`config.mk`:
```
export PLATFORM = sky130hd
export DESIGN_NAME = envelope_shaper
export DESIGN_NICKNAME = d
export VERILOG_FILES = /design/src/rtl/envshape_pkg.sv /design/src/rtl/sample_tick_gen.sv /design/src/rtl/envelope_shaper.sv
export SDC_FILE = /design/constraint.sdc
export NUM_CORES = 1
export LEC_CHECK = 0
export CAP_MARGIN = 20
export CORE_UTILIZATION = 40
export DETAILED_ROUTE_END_ITERATION = 7
export GPL_ROUTABILITY_DRIVEN = 0
export PLACE_DENSITY_LB_ADDON = 0.3
export SYNTH_ARGS = -nofsm -noshare
export SYNTH_HDL_FRONTEND = slang
export SYNTH_SLANG_ARGS = --single-unit
```
`constraint.sdc`:
```
create_clock -name CLOCK_50 -period 12.4 [get_ports CLOCK_50]
set_input_delay 1.86 -clock CLOCK_50 [delete_from_list [all_inputs] [get_ports CLOCK_50]]
set_output_delay 1.86 -clock CLOCK_50 [all_outputs]
set_load 0.005 [all_outputs]
```
`src/rtl/envshape_pkg.sv`:
```
// Shared types and constants for the envelope shaper: FSM states, saturation
// bounds, DAC midscale and the dither LFSR definition.
package envshape_pkg;

  typedef enum logic [1:0] {
    IDLE    = 2'd0,
    ATTACK  = 2'd1,
    SUSTAIN = 2'd2,
    RELEASE = 2'd3
  } env_state_e;

  localparam int unsigned SAT_W = 16;

  localparam logic [11:0]             MIDSCALE = 12'd2048;
  localparam logic signed [SAT_W-1:0] SAT_MAX  = 16'sh7FFF;
  localparam logic signed [SAT_W-1:0] SAT_MIN  = 16'sh8000;

  // Fibonacci x^16+x^14+x^13+x^11+1, shifting right: taps land on bits 0,2,3,5
  localparam logic [15:0] LFSR_SEED = 16'hACE1;
  localparam logic [15:0] LFSR_TAPS = 16'h002D;

  function automatic logic [15:0] lfsr_next(input logic [15:0] cur);
    return {^(cur & LFSR_TAPS), cur[15:1]};
  endfunction

endpackage

```
`src/rtl/sample_tick_gen.sv`:
```
// Sample-rate divider: counts 0..DIV-1 and raises tick_o for the single cycle
// in which the count sits at DIV-1.
module sample_tick_gen #(
  parameter int unsigned DIV = 1041
) (
  input  logic clk_i,
  input  logic rst_i,
  output logic tick_o
);

  localparam int unsigned CNT_W = (DIV > 1) ? $clog2(DIV) : 1;
  localparam logic [CNT_W-1:0] CNT_LAST = CNT_W'(DIV - 1);

  logic [CNT_W-1:0] cnt_q, cnt_d;
  logic             tick_q;

  always_comb begin
    cnt_d = cnt_q + CNT_W'(1);
    if (cnt_q == CNT_LAST) begin
      cnt_d = '0;
    end
  end

  // tick is registered from the next count so it lines up with cnt_q == DIV-1
  always_ff @(posedge clk_i or posedge rst_i) begin
    if (rst_i) begin
      cnt_q  <= '0;
      tick_q <= 1'b0;
    end else begin
      cnt_q  <= cnt_d;
      tick_q <= (cnt_d == CNT_LAST);
    end
  end

  assign tick_o = tick_q;

endmodule

```
`src/rtl/envelope_shaper.sv`:
```
// Decimates the tone stream to SAMPLE_HZ, applies an attack/sustain/release gain
// and delivers 12-bit offset-binary DAC codes. Define ENVSHAPE_DITHER_EN for LFSR dither.
module envelope_shaper
  import envshape_pkg::*;
#(
  parameter int unsigned CLK_HZ       = 50_000_000,
  parameter int unsigned SAMPLE_HZ    = 48_000,
  parameter int unsigned IN_W         = 32,
  parameter int unsigned OUT_W        = 12,
  parameter int unsigned ENV_W        = 8,
  parameter int unsigned ATTACK_STEP  = 5,
  parameter int unsigned RELEASE_STEP = 1
) (
  input  logic                   CLOCK_50,
  input  logic                   reset,
  input  logic                   play,
  input  logic                   step,
  input  logic signed [IN_W-1:0] sample_in,
  output logic [OUT_W-1:0]       out_data,
  output logic                   out_valid,
  input  logic                   out_ready,
  output logic [ENV_W-1:0]       env_level,
  output logic                   busy,
  output logic                   overrun
);

  localparam int unsigned DIV    = CLK_HZ / SAMPLE_HZ;
  localparam int unsigned ENV_W1 = ENV_W + 1;
  localparam int unsigned PROD_W = SAT_W + ENV_W + 1;
  localparam int unsigned SCL_W  = PROD_W - ENV_W;
  localparam int unsigned SHIFT  = SAT_W - OUT_W;
  localparam logic [ENV_W-1:0] ENV_MAX = {ENV_W{1'b1}};

  logic tick;

  sample_tick_gen #(
    .DIV (DIV)
  ) u_tick (
    .clk_i  (CLOCK_50),
    .rst_i  (reset),
    .tick_o (tick)
  );

  // ---------------------------------------------------------------- envelope
  env_state_e       state_q, state_d;
  logic [ENV_W-1:0] env_q, env_d;
  logic             step_q, step_d;
  logic             busy_q;
  logic [ENV_W:0]   env_sum;
  logic [ENV_W-1:0] env_up, env_dn;
  logic             step_hit;

  always_comb begin
    env_sum  = {1'b0, env_q} + ENV_W1'(ATTACK_STEP);
    env_up   = (env_sum > {1'b0, ENV_MAX}) ? ENV_MAX : env_sum[ENV_W-1:0];
    env_dn   = (env_q > ENV_W'(RELEASE_STEP)) ? (env_q - ENV_W'(RELEASE_STEP)) : '0;
    // a step arriving in the tick cycle itself counts as latched
    step_hit = step_q | step;
  end

  always_comb begin
    state_d = state_q;
    env_d   = env_q;
    step_d  = step_q | step;
    if (tick) begin
      step_d = 1'b0;
      unique case (state_q)
        IDLE: begin
          env_d = '0;
          if (play) state_d = ATTACK;
        end
        ATTACK: begin
          if (!play) begin
            state_d = RELEASE;
          end else begin
            env_d = env_up;
            if (env_up == ENV_MAX) state_d = SUSTAIN;
          end
        end
        SUSTAIN: begin
          if (!play)         state_d = RELEASE;
          else if (step_hit) state_d = ATTACK;
        end
        RELEASE: begin
          if (play && step_hit) begin
            state_d = ATTACK;
          end else begin
            env_d = env_dn;
            if (env_dn == '0) state_d = IDLE;
          end
        end
        default: begin
          state_d = IDLE;
          env_d   = '0;
        end
      endcase
    end
  end

  always_ff @(posedge CLOCK_50 or posedge reset) begin
    if (reset) begin
      state_q <= IDLE;
      env_q   <= '0;
      step_q  <= 1'b0;
      busy_q  <= 1'b0;
    end else begin
      state_q <= state_d;
      env_q   <= env_d;
      step_q  <= step_d;
      busy_q  <= (state_d != IDLE);
    end
  end

  // ---------------------------------------------------------------- datapath
  logic signed [SAT_W-1:0]  sat_c, sat_q;
  logic                     s1_vld_q;
  logic signed [PROD_W-1:0] prod_c;
  logic signed [SCL_W-1:0]  scaled_c, shaped_c;
  logic [OUT_W-1:0]         code_c;
  logic [OUT_W-1:0]         out_data_q, out_data_d;
  logic                     out_valid_q, out_valid_d;
  logic                     overrun_q, overrun_d;

  always_comb begin
    if (sample_in > IN_W'(SAT_MAX))      sat_c = SAT_MAX;
    else if (sample_in < IN_W'(SAT_MIN)) sat_c = SAT_MIN;
    else                                 sat_c = SAT_W'(sample_in);
  end

`ifdef ENVSHAPE_DITHER_EN
  localparam int unsigned SCL_W1 = SCL_W + 1;

  logic [15:0]              lfsr_q;
  logic signed [SCL_W1-1:0] dith_c;

  always_ff @(posedge CLOCK_50 or posedge reset) begin
    if (reset)     lfsr_q <= LFSR_SEED;
    else if (tick) lfsr_q <= lfsr_next(lfsr_q);
  end
`endif

  always_comb begin
    prod_c   = PROD_W'(sat_q) * PROD_W'($signed({1'b0, env_q}));
    scaled_c = SCL_W'(prod_c >>> ENV_W);
`ifdef ENVSHAPE_DITHER_EN
    dith_c = SCL_W1'(scaled_c) + SCL_W1'(lfsr_q[3:0]);
    if (dith_c > SCL_W1'(SAT_MAX)) dith_c = SCL_W1'(SAT_MAX);
    shaped_c = SCL_W'(dith_c);
`else
    shaped_c = scaled_c;
`endif
    code_c = OUT_W'(shaped_c >>> SHIFT) + OUT_W'(MIDSCALE);
  end

  // a fresh code always wins; overwriting an undelivered one is flagged sticky
  always_comb begin
    out_data_d  = out_data_q;
    out_valid_d = out_valid_q;
    overrun_d   = overrun_q;
    if (s1_vld_q) begin
      out_data_d  = code_c;
      out_valid_d = 1'b1;
      if (out_valid_q && !out_ready) overrun_d = 1'b1;
    end else if (out_valid_q && out_ready) begin
      out_valid_d = 1'b0;
    end
  end

  always_ff @(posedge CLOCK_50 or posedge reset) begin
    if (reset) begin
      sat_q       <= '0;
      s1_vld_q    <= 1'b0;
      out_data_q  <= OUT_W'(MIDSCALE);
      out_valid_q <= 1'b0;
      overrun_q   <= 1'b0;
    end else begin
      if (tick) sat_q <= sat_c;
      s1_vld_q    <= tick;
      out_data_q  <= out_data_d;
      out_valid_q <= out_valid_d;
      overrun_q   <= overrun_d;
    end
  end

  assign out_data  = out_data_q;
  assign out_valid = out_valid_q;
  assign overrun   = overrun_q;
  assign env_level = env_q;
  assign busy      = busy_q;

endmodule
```
==> reports/metrics.yaml <==
setup_path:
  cp_common_cell: "fa_1"
  r2r_cells: 15
  worstSetupEndpointType: "flip-flop"
  worstPathArrival_ns: 5.66
  critical_path_depth: 15
  start_kind: "flip-flop"
  crit_chain: "clkinv_1 -> nor2_1 -> fa_1 -> fa_1 -> fa_1 -> inv_1 -> fa_1 -> inv_1 -> ha_1 -> a21o_1 -> a221o_1 -> a32oi_2 -> o211ai_1 -> xor2_1 -> mux2_2"
  worstPathBufferInverterCount: 3
  crit_required_ns: 12.60
  path_class: "flip-flop to flip-flop"
  slowest_delay_ns: 0.58
  critPathSlowestCell: "dfrtp_1"
  cpLargestDelayFamily: "adder cells"
  crit_fanout: 17
cells_and_area:
  final_area_um2: 8260
  nNetsFinal: 1068
  antenna_cells: 0
  drive_gt1_share_pct: 3.96
  syn_to_final_growth_pct: 13.0
  final_cell_mix: "144 x inv_1, 99 x fa_1, 85 x nand2_1, 76 x nor2_1, 59 x clkdlybuf4s50_1"
  final_common_cell: "inv_1"
  n_fill_cell: 1778
floorplan:
  start_util_pct: 40.7
  die_y_um: 137
  die_w_um: 137
  io_pins: 60
  row_count: 49
  dieArea_um2: 18800
  core-area_um2: 18000
global_route:
  grt_first_pass_wirelength_mm: 30.0
  grt_pass1_vias: 6154
  grt_overflow: 0
  antenna_found_initial: 0
  grt_usage_pct: 20.5
  grt_start_max_net_pins: 56
drt:
  via_count: 6017
  first_pass_iters: 7
  wl_mm: 17.3
  wl_per_cell_um: 15.5
  antenna_left: 0
  vias_per_cell: 5.41
  drtIter0Drc: 390
  drc: 2
clocking:
  ctsHoldBuffers: 0
  h-tree-depth: 2
  clock-sinks: 55
  cts_max_path_buffers: 2
  cts_tree: "done"
  clk_latency_ns: 0.31
  cts_inserted_buffers: 5
  cts_setup_buffers: 0
  cts_resized: 0
  clk_pin_slew_ns: 0.07
  root_buffer: "clkbuf_16"
outcome:
  failed_checks: "DRC"
  status: "finished with violations"
hold_path:
  hold_path_class: "flip-flop to flip-flop"
  min_path_cells: 1
flow_run:
  max_cap_violations: 0
pwr:
  p_per_area_nw_per_um2: 42.9
  leakage_nw: 4.09
  ir_drop_mv: 0.0449
timing:
  worstMarginPinSlew_ns: 0.742
  timing.final.crit_period_ns: 5.47
  fin_tns_setup_ns: 0
  fmax_mhz: 183
  rsz0062_at_grt: "false"
  layout_setup_ws_ns: 6.93
  clock_skew_ns: 0.00683
  maxSlewViolCount: 0
  finalSetupViolCount: 0
  final_hold_viol_count: 0
  final.period_utilization_pct: 44.1
  slew_headroom_pct: 50.5
synthesis:
  yosysUniqueCellTypes: 67
  synth_edf_count: 0
  seq_area_frac_synth_pct: 18.8
  yosys_register_bits: 55
  yosys_most_used_dff: "dfrtp_1"
  ys_warn_count: 0
  synth_cells: 844
  synthesis.area_um2: 7310
  async_reset_ff_share_pct: 100
  synthesis.nets: 1029
  syn_area_per_cell_um2: 8.66
place:
  post-place-ws_ns: 6.93
  dp_hpwl_mm: 13.4
  portBuffers: 59
  place_area_um2: 8100
## layer usage
metal / vias up / share of wire, % / global-route usage [%]
li1: 2837 / - / -
met1: 2956 / 44 / 27.0
met2: 188 / 48 / 34.3
met3: 36 / 4.7 / 2.72
met4: 0 / 3.1 / 7.81
met5: - / 0 / 0
## cells in the mapped netlist, types with 6 or more instances
master	n	area, µm²
inv_1	145	544
a21oi_1	26	130
nand3_1	11	55.1
o22ai_1	20	125
a21o_1	10	75.1
nand2_1	85	319
and2_1	47	294
clkbuf_1	28	105
fa_1	99	1980
mux2_2	6	67.6
o21ai_1	8	40.0
o21ai_0	25	125
nand4_1	14	87.6
dfrtp_1	54	1350
ha_1	49	613
xnor2_1	16	140
nor3_1	11	55.1
nor4_1	6	37.5
and3_1	8	50.1
xor2_1	8	70.1
nor2_1	76	285
## worst register-to-register path, cell delays in order, from the launching register on
cell	delay (ns)
dfrtp_1	0.58
clkinv_1	0.58
nor2_1	0.33
fa_1	0.44
fa_1	0.48
fa_1	0.55
inv_1	0.05
fa_1	0.53
inv_1	0.04
ha_1	0.29
a21o_1	0.18
a221o_1	0.38
a32oi_2	0.34
o211ai_1	0.15
xor2_1	0.16
mux2_2	0.26
## logic make-up after synthesis
logic type | count (synthesis) | share of synthesized area, %
AOI/OAI and AO/OA | 146 | 13.5
xor gates and xnor gates | 24 | 2.88
and+or+nand+nor | 282 | 18.7
DFF | 55 | 18.8
buffers and inverters | 183 | 9.64
muxes | 6 | 0.924
adders and majority gates | 148 | 35.5
## report_power, final
part | total [mW] | leakage [nW] | switching, mW | internal, mW
registers | 0.179 | 0.646 | 0.00000000000000000425 | 0.179
clock network | 0.154 | 0.0772 | 0.0678 | 0.0863
logic | 0.0210 | 3.37 | 0.00916 | 0.0119
total | 0.354 | 4.09 | 0.0769 | 0.277
## area by class of cell
class	count	area [µm²]	area share, %
clock buffer	8	156	1.89
inverter	147	552	6.68
multi-input combinational	606	5230	63.3
sequential	55	1380	16.7
tap	229	287	3.47
timing repair buffer	68	658	7.97
## path summary, 6_finish.rpt
path | from | end | slack (ns)
min | overrun$_DFFE_PP0P_ | overrun$_DFFE_PP0P_ | 0.47
max in group asynchronous | reset | out_data[0]$_DFFE_PP0P_ | 9.83
max reg2reg | env_level[5]$_DFFE_PP0P_ | out_data[3]$_DFFE_PP0P_ | 6.93
min in group asynchronous | reset | state_q[1]$_DFF_PP0_ | 2.08
min reg2reg | overrun$_DFFE_PP0P_ | overrun$_DFFE_PP0P_ | 0.47
max | env_level[5]$_DFFE_PP0P_ | out_data[3]$_DFFE_PP0P_ | 6.93
## state kept, by name (all words and copies together), names as in the netlist
| name | cells |
|---|---|
| sat_q | 16 |
| out_data | 12 |
| u_tick.cnt_q | 11 |
| env_level | 8 |
| state_q | 2 |
| busy | 1 |
| out_valid | 1 |
| overrun | 1 |
| s1_vld_q | 1 |
| step_q | 1 |
| u_tick.tick_o | 1 |
## stage by stage
stage,power [mW],hold WS [ns],cells,util [%]
final,0.354,0.474,1113,46.0
after global routing,0.368,0.504,1113,46.0
after CTS,0.359,0.483,1113,46.0
after detailed placement,0.204,0.467,1105,45.1
after global placement,0.204,0.459,1105,45.1
after floorplan,0.189,0.352,844,-
No activity file was read; power rests on OpenSTA's default activity.
